$ cat config.mk
export PLATFORM = sky130hd
export DESIGN_NAME = byte_unstriping_nlane
export DESIGN_NICKNAME = d
export VERILOG_FILES = /design/src/rtl/byte_unstriping_nlane.sv
export SDC_FILE = /design/constraint.sdc
export NUM_CORES = 1
export LEC_CHECK = 0
export ABC_AREA = 1
export BUFFER_PORTS_ARGS = -buffer_cell sky130_fd_sc_hd__buf_2
export CAP_MARGIN = 0
export CORE_ASPECT_RATIO = 1.2
export CORE_MARGIN = 2
export CORE_UTILIZATION = 60
export DETAILED_ROUTE_END_ITERATION = 10
export GPL_TIMING_DRIVEN = 1
export PLACE_DENSITY = 0.79
export SYNTH_ARGS = -nofsm -noshare
export SYNTH_HDL_FRONTEND = slang
export SYNTH_SLANG_ARGS = --single-unit
$ cat constraint.sdc
create_clock -name clk -period 14.7 [get_ports clk]
set_clock_uncertainty 0.15 [all_clocks]
set_input_delay 2.205 -clock clk [delete_from_list [all_inputs] [get_ports clk]]
set_output_delay 2.205 -clock clk [all_outputs]
set_load 0.005 [all_outputs]
$ cat src/rtl/byte_unstriping_nlane.sv
// N-lane byte un-striper: per-lane FIFOs feeding a round-robin output register.
// Optional saturating drop counter on ovf_cnt when UNSTRIPE_OVF_CNT_EN is defined.

module byte_unstriping_lane_fifo #(
  parameter int WIDTH = 32,
  parameter int DEPTH = 4
) (
  input  logic             clk,
  input  logic             reset,
  input  logic             push_vld,
  input  logic [WIDTH-1:0] push_data,
  input  logic             pop,
  output logic [WIDTH-1:0] head,
  output logic             empty,
  output logic             drop
);
  localparam int AW = $clog2(DEPTH);

  logic [DEPTH-1:0][WIDTH-1:0] mem_q, mem_d;
  logic [AW:0]                 wr_q, wr_d, rd_q, rd_d;
  logic                        full, push;

  // The extra pointer bit tells full from empty when the index bits match.
  assign empty = (wr_q == rd_q);
  assign full  = (wr_q[AW] != rd_q[AW]) && (wr_q[AW-1:0] == rd_q[AW-1:0]);
  assign push  = push_vld && (!full || pop);
  assign drop  = push_vld && full && !pop;
  assign head  = mem_q[rd_q[AW-1:0]];

  always_comb begin
    mem_d = mem_q;
    wr_d  = wr_q;
    rd_d  = rd_q;
    if (push) begin
      mem_d[wr_q[AW-1:0]] = push_data;
      wr_d                = wr_q + 1'b1;
    end
    if (pop) rd_d = rd_q + 1'b1;
  end

  always_ff @(posedge clk or posedge reset) begin
    if (reset) begin
      mem_q <= '0;
      wr_q  <= '0;
      rd_q  <= '0;
    end else begin
      mem_q <= mem_d;
      wr_q  <= wr_d;
      rd_q  <= rd_d;
    end
  end
endmodule

module byte_unstriping_nlane #(
  parameter int LANES = 2,
  parameter int WIDTH = 32,
  parameter int DEPTH = 4
) (
  input  logic                   clk,
  input  logic                   reset,
  input  logic [LANES-1:0]       lane_valid,
  input  logic [LANES*WIDTH-1:0] lane_data,
  input  logic                   out_ready,
  output logic                   valid_out,
  output logic [WIDTH-1:0]       data_out,
  output logic [LANES-1:0]       err_ovf
`ifdef UNSTRIPE_OVF_CNT_EN
  ,
  output logic [7:0]             ovf_cnt
`endif
);
  localparam int             RW      = $clog2(LANES);
  localparam logic [RW-1:0]  RR_LAST = RW'(LANES - 1);

  logic [LANES-1:0][WIDTH-1:0] lane_words, head_all;
  logic [LANES-1:0]            empty_vec, drop_vec, pop_vec;
  logic [RW-1:0]               rr_q, rr_d;
  logic                        valid_q, valid_d;
  logic [WIDTH-1:0]            data_q, data_d;
  logic [LANES-1:0]            err_q, err_d;
  logic                        out_free, pop_sel;

  assign lane_words = lane_data;

  for (genvar i = 0; i < LANES; i++) begin : g_lane
    byte_unstriping_lane_fifo #(.WIDTH(WIDTH), .DEPTH(DEPTH)) u_fifo (
      .clk       (clk),
      .reset     (reset),
      .push_vld  (lane_valid[i]),
      .push_data (lane_words[i]),
      .pop       (pop_vec[i]),
      .head      (head_all[i]),
      .empty     (empty_vec[i]),
      .drop      (drop_vec[i])
    );
  end

  // Strict round-robin: an empty lane at rr_q stalls output to keep stripe order.
  assign out_free = !valid_q || out_ready;
  assign pop_sel  = out_free && !empty_vec[rr_q];

  always_comb begin
    pop_vec = '0;
    valid_d = valid_q;
    data_d  = data_q;
    rr_d    = rr_q;
    err_d   = err_q | drop_vec;
    if (out_free) begin
      valid_d = pop_sel;
      if (pop_sel) begin
        pop_vec[rr_q] = 1'b1;
        data_d        = head_all[rr_q];
        rr_d          = (rr_q == RR_LAST) ? '0 : rr_q + 1'b1;
      end
    end
  end

  always_ff @(posedge clk or posedge reset) begin
    if (reset) begin
      valid_q <= 1'b0;
      data_q  <= '0;
      rr_q    <= '0;
      err_q   <= '0;
    end else begin
      valid_q <= valid_d;
      data_q  <= data_d;
      rr_q    <= rr_d;
      err_q   <= err_d;
    end
  end

  assign valid_out = valid_q;
  assign data_out  = data_q;
  assign err_ovf   = err_q;

`ifdef UNSTRIPE_OVF_CNT_EN
  logic [7:0] cnt_q, cnt_d;

  always_comb begin
    cnt_d = cnt_q;
    if (|drop_vec && cnt_q != 8'hFF) cnt_d = cnt_q + 8'd1;
  end

  always_ff @(posedge clk or posedge reset) begin
    if (reset) cnt_q <= '0;
    else       cnt_q <= cnt_d;
  end

  assign ovf_cnt = cnt_q;
`endif
endmodule
After elaboration in Yosys (flattened, before gate mapping). Cells that the tools add are included.

Bits in registers: 304. Bits of input ports: 69. Output and inout bits: 35.

Add/sub/neg operators: 5. Magnitude comparators: 8. Eq/ne operators: 6. Muxes and demuxes: 19. Bitwise gates (word level): 1. Reductions and logical operators: 22.

Operator list (number): 128-bit bitwise mux (2); 32-bit two-way mux (6); 32-bit binary-select mux with 2-bit select (2); 32-bit demux with 2-bit select (2); 3-bit by 1-bit adder with 3-bit output (second input constant) (4); 1-bit logical AND (12); 2-bit by 3-bit less-than comparator with 1-bit output (second input constant) (4); 3-bit equality test (2); 1-bit zero test (6); 2-bit equality test (2); 2-bit by 1-bit greater-or-equal comparator with 1-bit output (second input constant) (2); 1-bit two-way mux (4); 2-bit two-way mux (2); 1-bit logical OR (3); 1-bit by 2-bit less-than comparator with 1-bit output (second input constant) (1); 1-bit inequality test (2); 2-bit bitwise OR (1); 2-bit AND reduction (1); 1-bit adder (second input constant) (1); 1-bit demux with 1-bit select (1); 1-bit greater-or-equal comparator (second input constant) (1).

Depth between registers and ports, before layout. Gate-level depths: netlist of run 1.

Depth in word-level cells: 10. Mapped depth: 12.

Hierarchy. From an unflattened synthesis of run 1, not the netlist that was laid out.

Cell total of the unflattened synthesis: 1871. Area total of the unflattened synthesis: 14965.6 µm².

Modules (own cells, without submodules): byte_unstriping_lane_fifo (g_lane[0].u_fifo) (instances 1, cells an instance 803, area an instance 6541.3 µm², sequential area each 3353.2 µm²); byte_unstriping_lane_fifo (g_lane[1].u_fifo) (instances 1, cells an instance 803, area an instance 6535.0 µm², sequential area each 3353.2 µm²); byte_unstriping_nlane (instances 1, cells an instance 265, area an instance 1889.3 µm², sequential area each 900.9 µm²).

Least setup slack after synthesis of run 1. OpenSTA, ideal clock, no wires.

Kind: input port to flip-flop. From: in out_ready. To: reg g_lane[1].u_fifo.mem_q[0] (netlist bit). Setup time: 117 ps. Arrival time: 3210 ps. Data required time: 14433 ps. Slack: 11223 ps. Stages on the path: 8. Path buffers: 2. Cells stage by stage: nor2_1 > inv_1 > nand4_4 > nand2_4 > buf_4 > buf_4 > nand4_1 > nand2_1.

Longest elaborated chain between the ends: 6.

Ends and longest elaborated chain: start, declared (line 63) `input logic out_ready,`; 1-bit logical OR * (line 99) `assign out_free = !valid_q || out_ready;`; 1-bit logical AND (line 100) `assign pop_sel = out_free && !empty_vec[rr_q];`; 2-bit two-way mux (line 110) `if (pop_sel) begin`; 2-bit two-way mux * (line 108) `if (out_free) begin`; 1-bit logical OR * (line 26) `assign push = push_vld && (!full || pop);`; 1-bit logical AND * (line 26); end signal, assigned (line 47) `mem_q <= mem_d;`; end, declared (line 19) `logic [DEPTH-1:0][WIDTH-1:0] mem_q, mem_d;`.

Mark *: on every way between the ends. The rest lies on a longest branch, timed or not. A chain may end at the register's enable or synchronous reset.

Final worst setup path of run 1.
From: reg g_lane[1].u_fifo.rd_q[0]. To: reg g_lane[1].u_fifo.mem_q[127] (netlist bit).

Longest elaborated chain between the ends: 9.

Ends and longest elaborated chain: start, declared (line 20) `logic [AW:0] wr_q, wr_d, rd_q, rd_d;`; start signal, assigned (line 49) `rd_q <= rd_d;`; 3-bit equality test (line 24) `assign empty = (wr_q == rd_q);`; 1-bit two-way mux (not written as such) (2 in a row) (line 100); 1-bit zero test (line 100); 1-bit logical AND (line 100); 2-bit two-way mux (line 110); 2-bit two-way mux (line 108); 1-bit logical OR * (line 26); 1-bit logical AND * (line 26).

Mark *: on every way between the ends. The rest lies on a longest branch, timed or not. The select of a mux whose other input is x is not followed.

==> results of run 1 <==
[placed cells by master, fill, tap and decap left out]
cell and count:
bufinv_16 2, xor2_1 5, o211ai_2 1, clkbuf_1 9, nand2_2 4, buf_2 102
inv_2 6, o21ai_0 194, buf_4 16, nand3_1 3, inv_1 45, clkinv_2 6
a31o_2 1, clkbuf_16 29, nand3_2 5, inv_8 1, nor2_1 71, buf_12 1
o31ai_1 32, ha_1 9, nand2_4 1, clkbuf_8 6, nand4_1 129, nand2_1 672
o22ai_1 32, clkinv_1 2, xnor2_1 1, nor2_2 2, dfrtp_1 302, nand4_4 1
dfrtp_2 2, o21bai_1 1, ha_2 1, o21ai_1 1, a21oi_1 66
[flip-flops by register name, summed over array words and instances (netlist names)]
signal	cells
err_ovf	2
rr_q	1
valid_out	1
g_lane.u_fifo.wr_q	6
g_lane.u_fifo.mem_q	256
g_lane.u_fifo.rd_q	6
data_out	32
[power by group]
group	internal [W]	switching, W	leakage (nW)
clock	0.000427	0.000314	0.463
combinational	0.000490	0.00108	3.65
sequential	0.00123	0.000214	3.80
[through the flow]
step | setup WS, ps | instance area (sq um)
final | 9390 | 15500
after global routing | 9010 | 15500
after CTS | 9530 | 15500
after detailed placement | 9300 | 14600
after global placement | 9440 | 14600
after floorplan | 3940 | 14100
[final cells by class]
| cell class | instances | area (sq um) | area share [%] |
|---|---|---|---|
| clock buffers | 44 | 842 | 5.44 |
| flip-flops and latches | 304 | 7610 | 49.1 |
| repair buffers | 119 | 651 | 4.20 |
| multi-input cells | 1232 | 5690 | 36.7 |
| well taps | 315 | 394 | 2.55 |
| inverters | 54 | 210 | 1.36 |
| clock inverters | 8 | 90.1 | 0.582 |
[tightest hold or removal path, cell delays in order, from the launching register on]
cell and delay, ps:
dfrtp_1 330, nand2_1 50, nand2_1 50
[cell families (layout without fill, tap and decap cells)]
logic type | after synthesis | after routing | synth area share [%]
AO/OA/AOI/OAI | 328 | 328 | 12.6
XOR/XNOR | 6 | 6 | 0.372
adder cells (fa/ha/maj) | 10 | 10 | 0.887
buffers and inverters | 189 | 225 | 5.81
flip-flops | 304 | 304 | 53.9
AND/OR/NAND/NOR | 888 | 888 | 26.4
[routing by layer]
layer | vias to the layer above | track usage, % | share of wire (%)
li1 | 5757 | - | -
met1 | 5999 | 43.0 | 42
met2 | 518 | 49.0 | 47
met3 | 84 | 4.43 | 8.0
met4 | 0 | 10.3 | 2.9
met5 | - | 0 | 0
[worst max path at each step]
stage	depth (start not counted)	endpoint	slack, ps	startpoint
5_1_grt	12	g_lane[1].u_fifo.mem_q[109]	9010	g_lane[1].u_fifo.rd_q[0]
2_1_floorplan	1	data_out[0]	3940	reset
3_5_place_dp	9	g_lane[1].u_fifo.mem_q[111]	9300	out_ready
3_3_place_gp	9	g_lane[1].u_fifo.wr_q[2]	9440	out_ready
6_report	12	g_lane[1].u_fifo.mem_q[127]	9390	g_lane[1].u_fifo.rd_q[0]
4_1_cts	12	g_lane[1].u_fifo.mem_q[111]	9530	g_lane[1].u_fifo.rd_q[0]
==> metrics.md, run 1 <==
| Metric | Value |
|---|---|
| Maximum vdd drop | 117 uV |
| Initial antenna violation count | 0 |
| Hold EP | g_lane[1].u_fifo.mem_q[67] |
| Main synth FF type | dfrtp_1 |
| Die width | roughly 140 um |
| HP Class | flop to flop |
| Vias in the first global route | between 10000 and 15000 |
| Most instantiated library cell after synthesis | nand2_1 |
| Drt pass-1 iters | 5 |
| Yosys top cell by area | dfrtp_1 |
| Top-Level Pins | roughly 100 |
| Synth area leaders | dfrtp_1 (54%), nand2_1 (18%), o21ai_0 (6.9%), nand4_1 (5.7%), a21oi_1 (2.3%) |
| Final Hold Slack | approximately 320 ps |
| Post-CTS setup buffers | 0 |
| Synth Cell Area | ~14000 sq um |
| WP data required | approximately 15000 ps |
| DRC Markers | 0 |
| Clock Path Buffers | 3 |
| CTS Hold Bufs | 0 |
| Fmax | 0.188 GHz |
| Htree depth | 1 |
| Port Buffers | between 100 and 150 |
| Tmin final | about 5300 ps |
| Kind of critical path | flop to flop |
| Hold_sp | g_lane[1].u_fifo.mem_q[67] |
| Cell count after synthesis | 1725 |
| Mapped Nets | between 1500 and 2000 |
| Largest net degree at the start of global routing | 176 |
| Ys async rst share | between 90% and 100% |
| Synth top area share | between 50% and 60% |
| Chip Height | roughly 170 um |
| Final wirelength | around 37000 um |
| Vias | 12400 |
| Clk root buf | clkbuf_16 |
| Congestion Overflow GR | 0 |
| Relative slew slack | about 19% |
| Non-filler cells, final | just over 2000 |
| Vias/cell | approximately 6 |
| Worst R2R End | g_lane[1].u_fifo.mem_q[127] |
| Crit-path slowest cell | nand3_2 |
| Yosys warnings | 0 |
| RD Place Congestion | 0.803 |
| Top delay family on crit path | buffers and inverters |
| CTS tree | yes |
| Worst-case reg-to-reg path depth | 12 |
| Final total power | approximately 0.0038 W |
| Nets | 1819 |
| Worst-path clk slew | around 60 ps |
| CP Launch Type | flop |
| WP buf/inv | 4 |
| Crit-path max cell delay | 900 ps |
| # clock sinks | just over 300 |
| Yosys cell types | 28 |
| Total GRT Usage | a little under a third |
| Num CTS Buffers | 29 |
| Crit path DAT | between 5000 and 6000 ps |
| Period utilization | a little over a third |
| Setup crit end kind | flop |
| Power Density | around 240 nW/um^2 |
| Max Cap Viol | 0 |
| Std cell rows | 61 |
| EDFF count, synth | 0 |
| Die area | roughly 25000 sq um |
| Ant diodes | 0 |
| Max Fanout on Critical Path | 88 |
| Clock Latency Late Sink | between 500 and 600 ps |
| Core ar. | 23100 sq um |
| Critical R2R Launch | g_lane[1].u_fifo.rd_q[0] |
| Layout cells sized above 1 | between 10% and 20% |
| Final core utilization | 67.0% |
| Post-CTS sizing | 0 |
| CP dominant cell by count | nand2_1 |
| Final count of pins violating max slew | 0 |
| Post-DRT Antenna Nets | 0 |
| Worst R2R Setup Slack | ~9400 ps |
| Static leakage | around 7.9 nW |
| Top post-synthesis cells by count | nand2_1 (672), dfrtp_1 (304), o21ai_0 (194) |
| FF+latch count, synth | about 300 |
| Initial cell density of the core | 61.0% |
| Wirelength per Cell | about 18 um |
| Sequence of cells on the critical path | buf_4 -> clkinv_1 -> buf_4 -> nand2_1 -> nand2_1 -> nand3_2 -> nand4_4 -> nand2_4 -> buf_4 -> nand3_2 -> nand2_1 -> nand2_1 |
| Avg Inst Size Synth | 8.18 sq um |
| 1st-iter DRT viols | 1372 |
| Status | complete, no violations |
| Endpoints failing setup | 0 |
| Seq/Total Area, Yosys | ~54% |
| Area grow syn2layout | 9.73% |
| Fill cells | slightly below 2000 |
| Final hold vios | 0 |
| First-pass GRT wire length | about 60000 um |
| Unrepaired setup endpoints after global routing | no |
| Setup_tns | 0 ps |
| Worst hold stages | 2 |
| Post-DP HPWL | between 20000 and 25000 um |
| Worst Tran Pin Value | 1210 ps |
| Post-placement cell count | between 2000 and 2500 |
(Power assumes the default switching activity.)
==> inputs of run 2 (changes only) <==
==> constraint.sdc (replaced) <==
create_clock -name clk -period 5.5 [get_ports clk]
set_clock_uncertainty 0.15 [all_clocks]
set_input_delay 0.825 -clock clk [delete_from_list [all_inputs] [get_ports clk]]
set_output_delay 0.825 -clock clk [all_outputs]
set_load 0.005 [all_outputs]
==> run 2 against run 1 <==
Effect of this change:
- via count shrank 0.50%
- critical path depth shrank 2
- clock power grew to 2.8 times the previous value
- critical path type unchanged
- register-to-register slack got worse by 7200 ps
- clock-buffer cell count fell by 1
- critical endpoint is now g_lane[1].u_fifo.mem_q[90]
- setup slack worse by 7200 ps
- highest routed layer unchanged
- power grew to 2.7 times the previous value
- wire length hardly changed
- first-iteration DRC count down 11%
- sequential power grew to 2.7 times the previous value
- non-clock buffer count rose by 2
==> metrics.md, run 2 (same netlist as run 1, synthesis figures left out) <==
| Metric | Value |
|---|---|
| Final total power | 0.0101 W (+170%) |
| Clock Latency Late Sink | 560 ps (+20 ps) |
| Drt pass-1 iters | 6 (+1) |
| Final instance area | 15600 sq um (+0.60%) |
| Sequence of cells on the critical path | inv_2 -> nand2_1 -> nand2_1 -> nor2_2 -> nand2_2 -> nand4_4 -> nand2_4 -> nand3_2 -> nand2_1 -> nand2_1 |
| Largest net degree at the start of global routing | 170 (-3.4%) |
| Post-CTS setup buffers | 0 (unchanged) |
| Vias | 12300 (-0.50%) |
| Register area | 7610 sq um (unchanged) |
| Clock Path Buffers | 3 (unchanged) |
| Unrepaired setup endpoints after global routing | no |
| Fmax | 0.301 GHz (+60%) |
| HP Class | input pin to asynchronous set/reset pin |
| Wirelength per Cell | 18.0 um (-0.23%) |
| Static leakage | 7.97 nW (+0.65%) |
| Final worst slack | 2180 ps (-7210 ps) |
| Htree depth | 1 (unchanged) |
| # clock sinks | 304 (unchanged) |
| RD Place Congestion | 0.801 (-0.32%) |
| Max Cap Viol | 0 (unchanged) |
| Top-Level Pins | 104 (unchanged) |
| Post-placement cell count | 2026 (+0.099%) |
| Setup crit end kind | flop |
| Nets | 1823 (+0.22%) |
| Most common cell after layout, fill and taps aside | nand2_1 |
| 1st-iter DRT viols | 1216 (-11%) |
| Setup crit start | g_lane[0].u_fifo.rd_q[1] |
| Final hold vios | 0 (unchanged) |
| Worst-path clk slew | 60 ps (about the same) |
| Post-DP HPWL | 21800 um (+2.3%) |
| Maximum vdd drop | 407 uV (+250%) |
| Port Buffers | 103 (unchanged) |
| Crit path DAT | 3610 ps (-1980 ps) |
| Power Density | 650 nW/um^2 (+170%) |
| Worst R2R Setup Slack | 2180 ps (-7210 ps) |
| Congestion Overflow GR | 0 (unchanged) |
| Kind of critical path | flop to flop |
| Final count of pins violating max slew | 0 (unchanged) |
| Endpoints failing setup | 0 (unchanged) |
| Post-CTS sizing | 0 (unchanged) |
| Area grow syn2layout | 10.4% |
| Largest register FFs | 256 (unchanged) |
| Worst R2R End | g_lane[1].u_fifo.mem_q[90] |
| Die width | 144 um (unchanged) |
| Crit-path max cell delay | 790 ps (-110 ps) |
| Worst Tran Pin Value | 1170 ps (-34.8 ps) |
| DP Worst Slack | 2250 ps (-7050 ps) |
| Vias in the first global route | 11700 (-0.23%) |
| Crit-path slowest cell | nand3_2 |
| Tmin final | 3320 ps (-1990 ps) |
| CTS tree | yes |
| CP endpoint | g_lane[1].u_fifo.mem_q[90] |
| Post-DRT Antenna Nets | 0 (unchanged) |
| Clk root buf | clkbuf_16 |
| Critical R2R Launch | g_lane[0].u_fifo.rd_q[1] |
| CP Launch Type | flop |
| Die area | 24800 sq um (unchanged) |
| Most frequent cells in the layout | nand2_1 (672), dfrtp_1 (302), o21ai_0 (194), nand4_1 (129), buf_2 (102) |
| Initial antenna violation count | 0 (unchanged) |
| Core ar. | 23100 sq um (unchanged) |
| CTS Hold Bufs | 0 (unchanged) |
| Worst-case reg-to-reg path depth | 10 (-2) |
| Total GRT Usage | 30.4% (-0.11 points) |
| Non-filler cells, final | 2080 (+0.19%) |
| DRC Markers | 0 (unchanged) |
| Initial cell density of the core | 61.0% (unchanged) |
| Multi-input logic area | 5680 sq um (about the same) |
| Std cell rows | 61 (unchanged) |
| WP data required | 5790 ps (-9180 ps) |
| Setup_tns | 0 ps (unchanged) |
| Chip Height | 172 um (unchanged) |
| CP dominant cell by count | nand2_1 |
| First-pass GRT wire length | 60000 um (-0.59%) |
| Layout cells sized above 1 | 11.0% (+0.43 points) |
| Num CTS Buffers | 31 (+6.9%) |
| Area post-placement | 14600 sq um (+0.15%) |
| Fill cells | 1925 (-0.31%) |
| Relative slew slack | 21.5% (+2.3 points) |
| Status | complete, no violations |
| Vias/cell | 5.91 (-0.69%) |
| Most flops, register | g_lane.u_fifo.mem_q |
| Max Fanout on Critical Path | 44 (-50%) |
| Period utilization | 60.4% (+24 points) |
| Final wirelength | 37400 um (about the same) |
| Ant diodes | 0 (unchanged) |
-- run 2: cell count changes in the layout (fill, tap and decap cells not counted), sizes merged --
| cell | delta |
|---|---|
| clkbuf | -1 |
| clkinvlp | +1 |
| buf | +2 |
| clkinv | +2 |
-- run 2: critical path: cells and delay by family, from the launching register on --
kind	cells	cell delay, ps
DFF	1	390
buffers and inverters	1	530
and+or+nand+nor	9	2110
-- run 2: cell type report --
type,count,area share (%)
flip-flops and latches,304,48.9
clock buffers,43,5.72
inverters,54,1.33
clock inverters,11,0.723
multi-input cells,1232,36.5
repair buffers,121,4.35
well taps,315,2.53
-- run 2: how the worst min path moves through the flow --
stage / start / slack (ps) / cells past startpoint / end
after detailed placement: g_lane[1].u_fifo.mem_q[56] / 300 / 2 / g_lane[1].u_fifo.mem_q[56]
final: reset / 70 / 2 / g_lane[0].u_fifo.mem_q[82]
after CTS: reset / 60 / 2 / g_lane[0].u_fifo.mem_q[82]
after global routing: reset / 70 / 2 / g_lane[0].u_fifo.mem_q[114]
after floorplan: g_lane[1].u_fifo.mem_q[95] / 290 / 2 / g_lane[1].u_fifo.mem_q[95]
after global placement: g_lane[1].u_fifo.mem_q[68] / 300 / 2 / g_lane[1].u_fifo.mem_q[68]
-- run 2: routing by layer --
layer / routed length, um / vias up / track usage [%]
met2: 17900 / 503 / 49.8
met3: 2820 / 54 / 4.60
met4: 657 / 0 / 8.18
met5: 0 / - / 0
li1: - / 5751 / -
met1: 16000 / 5988 / 42.8
-- run 2: stage by stage --
stage	utilization [%]	hold slack (ps)
after global routing	67.4	74.7
after floorplan	-	287
after detailed placement	63.0	303
final	67.4	66.9
after CTS	67.4	61.7
after global placement	63.0	298
-- run 2: report_power, final --
group	total, W	switching [W]	internal [W]
sequential	0.00389	0.000610	0.00328
clock	0.00209	0.000871	0.00122
combinational	0.00415	0.00284	0.00132
total	0.0101	0.00432	0.00581
==> inputs of run 3 (changes only) <==
==> constraint.sdc (replaced) <==
create_clock -name clk -period 3.4 [get_ports clk]
set_clock_uncertainty 0.15 [all_clocks]
set_input_delay 0.51 -clock clk [delete_from_list [all_inputs] [get_ports clk]]
set_output_delay 0.51 -clock clk [all_outputs]
set_load 0.005 [all_outputs]
==> run 3 against run 2 <==
Effect of this change:
- global-route usage grew 1.1 points
- sequential power grew 61%
- via count grew 0.77%
- largest power group unchanged
- critical path depth shrank 3
==> metrics.md, run 3 (same netlist as run 1, synthesis figures left out) <==
| Metric | Value |
|---|---|
| Initial cell density of the core | 61.0% (unchanged) |
| CP dominant cell by count | nand2_1 |
| Most flops, register | g_lane.u_fifo.mem_q |
| Most frequent cells in the layout | nand2_1 (672), dfrtp_1 (302), o21ai_0 (194), nand4_1 (129), buf_2 (102) |
| Largest net degree at the start of global routing | 117 (-31%) |
| 1st-iter DRT viols | 1310 (+7.7%) |
| Sequence of cells on the critical path | buf_4 -> clkinv_1 -> o21ai_1 -> nor2_2 -> inv_2 -> nand2_1 -> nand2_1 |
| Power Density | 1060 nW/um^2 (+62%) |
| Worst R2R Setup Slack | 740 ps (-1430 ps) |
| Worst-path clk slew | 60 ps (about the same) |
| Static leakage | 8.09 nW (+1.6%) |
| Unrepaired setup endpoints after global routing | no |
| Num CTS Buffers | 31 (unchanged) |
| Vias | 12400 (+0.77%) |
| Final wirelength | 38000 um (+1.8%) |
| Vias/cell | 5.90 (-0.14%) |
| Final Hold Slack | 58.3 ps (-8.57 ps) |
| Nets | 1839 (+0.88%) |
| Chip Height | 172 um (unchanged) |
| Layout cells sized above 1 | 12.1% (+1.1 points) |
| Final hold vios | 0 (unchanged) |
| Final count of pins violating max slew | 0 (unchanged) |
| Std cell rows | 61 (unchanged) |
| Worst Tran Pin Value | 733 ps (-440 ps) |
| Fill cells | 1872 (-2.8%) |
| Status | complete, no violations |
| Port Buffers | 103 (unchanged) |
| Core ar. | 23100 sq um (unchanged) |
| Post-DRT Antenna Nets | 0 (unchanged) |
| Crit path DAT | 3000 ps (-610 ps) |
| Die area | 24800 sq um (unchanged) |
| Drt pass-1 iters | 7 (+1) |
| Relative slew slack | 51.2% (+30 points) |
| CP Launch Type | flop |
| Kind of critical path | flop to flop |
| Area grow syn2layout | 12.1% |
| First-pass GRT wire length | 62000 um (+3.3%) |
| RD Place Congestion | 0.831 (+3.7%) |
| Crit-path max cell delay | 540 ps (-250 ps) |
| Non-filler cells, final | 2099 (+0.91%) |
| Total GRT Usage | 31.5% (+1.1 points) |
| Max Fanout on Critical Path | 42 (-4.5%) |
| Maximum vdd drop | 525 uV (+29%) |
| Crit-path slowest cell | dfrtp_1 |
| Tmin final | 2660 ps (-665 ps) |
| WP data required | 3740 ps (-2050 ps) |
| WP buf/inv | 3 (+2) |
| Die width | 144 um (unchanged) |
| Period utilization | 78.2% (+18 points) |
| Clock Latency Late Sink | 560 ps (about the same) |
| Post-CTS setup buffers | 0 (unchanged) |
| HP Class | input pin to flop |
| Top-Level Pins | 104 (unchanged) |
| Clk root buf | clkbuf_16 |
| Wirelength per Cell | 18.1 um (+0.85%) |
| Vias in the first global route | 12000 (+3.3%) |
| Setup crit end kind | flop |
| Most common cell after layout, fill and taps aside | nand2_1 |
| Top delay family on crit path | buffers and inverters |
| Max Cap Viol | 0 (unchanged) |
| DRC Markers | 0 (unchanged) |
| Endpoints failing setup | 0 (unchanged) |
| Initial antenna violation count | 0 (unchanged) |
| Post-placement cell count | 2041 (+0.74%) |
| # clock sinks | 304 (unchanged) |
| CTS tree | yes |
| Setup_tns | 0 ps (unchanged) |
| Post-DP HPWL | 22700 um (+4.1%) |
| Ant diodes | 0 (unchanged) |
| Fmax | 0.376 GHz (+25%) |
| Clock Path Buffers | 3 (unchanged) |
| Largest register FFs | 256 (unchanged) |
| Htree depth | 1 (unchanged) |
| Congestion Overflow GR | 0 (unchanged) |
## run 3: cell types whose count changed in the layout (fill, tap and decap cells not counted), sizes merged
cell         change
clkbuf           +1
buf             +15
clkinvlp         +2
inv              +1
dlygate4sd3      +1
clkinv           -2
bufinv           +1
## run 3: worst paths after layout
kind                                                  from                          end  depth (start not counted)
worst max-delay path                                  rr_q                  data_out[1]                          7
worst min-delay path                         lane_valid[0]                   err_ovf[0]                          3
worst max register to register                        rr_q                  data_out[1]                          7
worst min register to register  g_lane[1].u_fifo.mem_q[53]   g_lane[1].u_fifo.mem_q[53]                          2
max in group asynchronous                            reset     g_lane[1].u_fifo.rd_q[0]                          4
min in group asynchronous                            reset  g_lane[0].u_fifo.mem_q[113]                          3
## run 3: worst reg2reg max path, stage by stage (launching register included)
cell and delay [ps]:
dfrtp_1 540, buf_4 510, clkinv_1 250, o21ai_1 300, nor2_2 70, inv_2 510
nand2_1 150, nand2_1 110
## run 3: cell type report
class | instances | area [sq um] | share of cell area (%)
clock inverters | 13 | 149 | 0.941
clock buffers | 44 | 935 | 5.91
well taps | 315 | 394 | 2.49
flip-flops and latches | 304 | 7610 | 48.1
multi-input cells | 1232 | 5680 | 35.9
repair buffers | 137 | 838 | 5.30
inverters | 54 | 206 | 1.31
## run 3: layer usage
metal | part of all wire [%] | vias up | track usage (%)
li1 | - | 5796 | -
met1 | 42 | 6000 | 44.6
met2 | 48 | 520 | 50.6
met3 | 7.3 | 75 | 4.51
met4 | 2.6 | 0 | 10.4
met5 | 0 | - | 0
## run 3: per-stage QoR
stage	utilization [%]	instance area, sq um	setup slack (ps)	power (W)
final	68.4	15800	741	0.0167
after global routing	68.4	15800	569	0.0179
after CTS	68.4	15800	808	0.0166
after detailed placement	63.7	14700	808	0.0130
after global placement	63.7	14700	847	0.0128
after floorplan	-	14100	-1300	0.0110
## run 3: power by group
group,internal (W),total [W],switching (W)
Sequential,0.00530,0.00627,0.000969
Clock,0.00213,0.00356,0.00143
Combinational,0.00220,0.00686,0.00466
Total,0.00964,0.0167,0.00706
## run 3: what timing repair did
action | in CTS | in global routing
hold buffers | 1 | 0
gates resized for setup | 0 | 0
endpoints found under the hold margin | 12 | 0
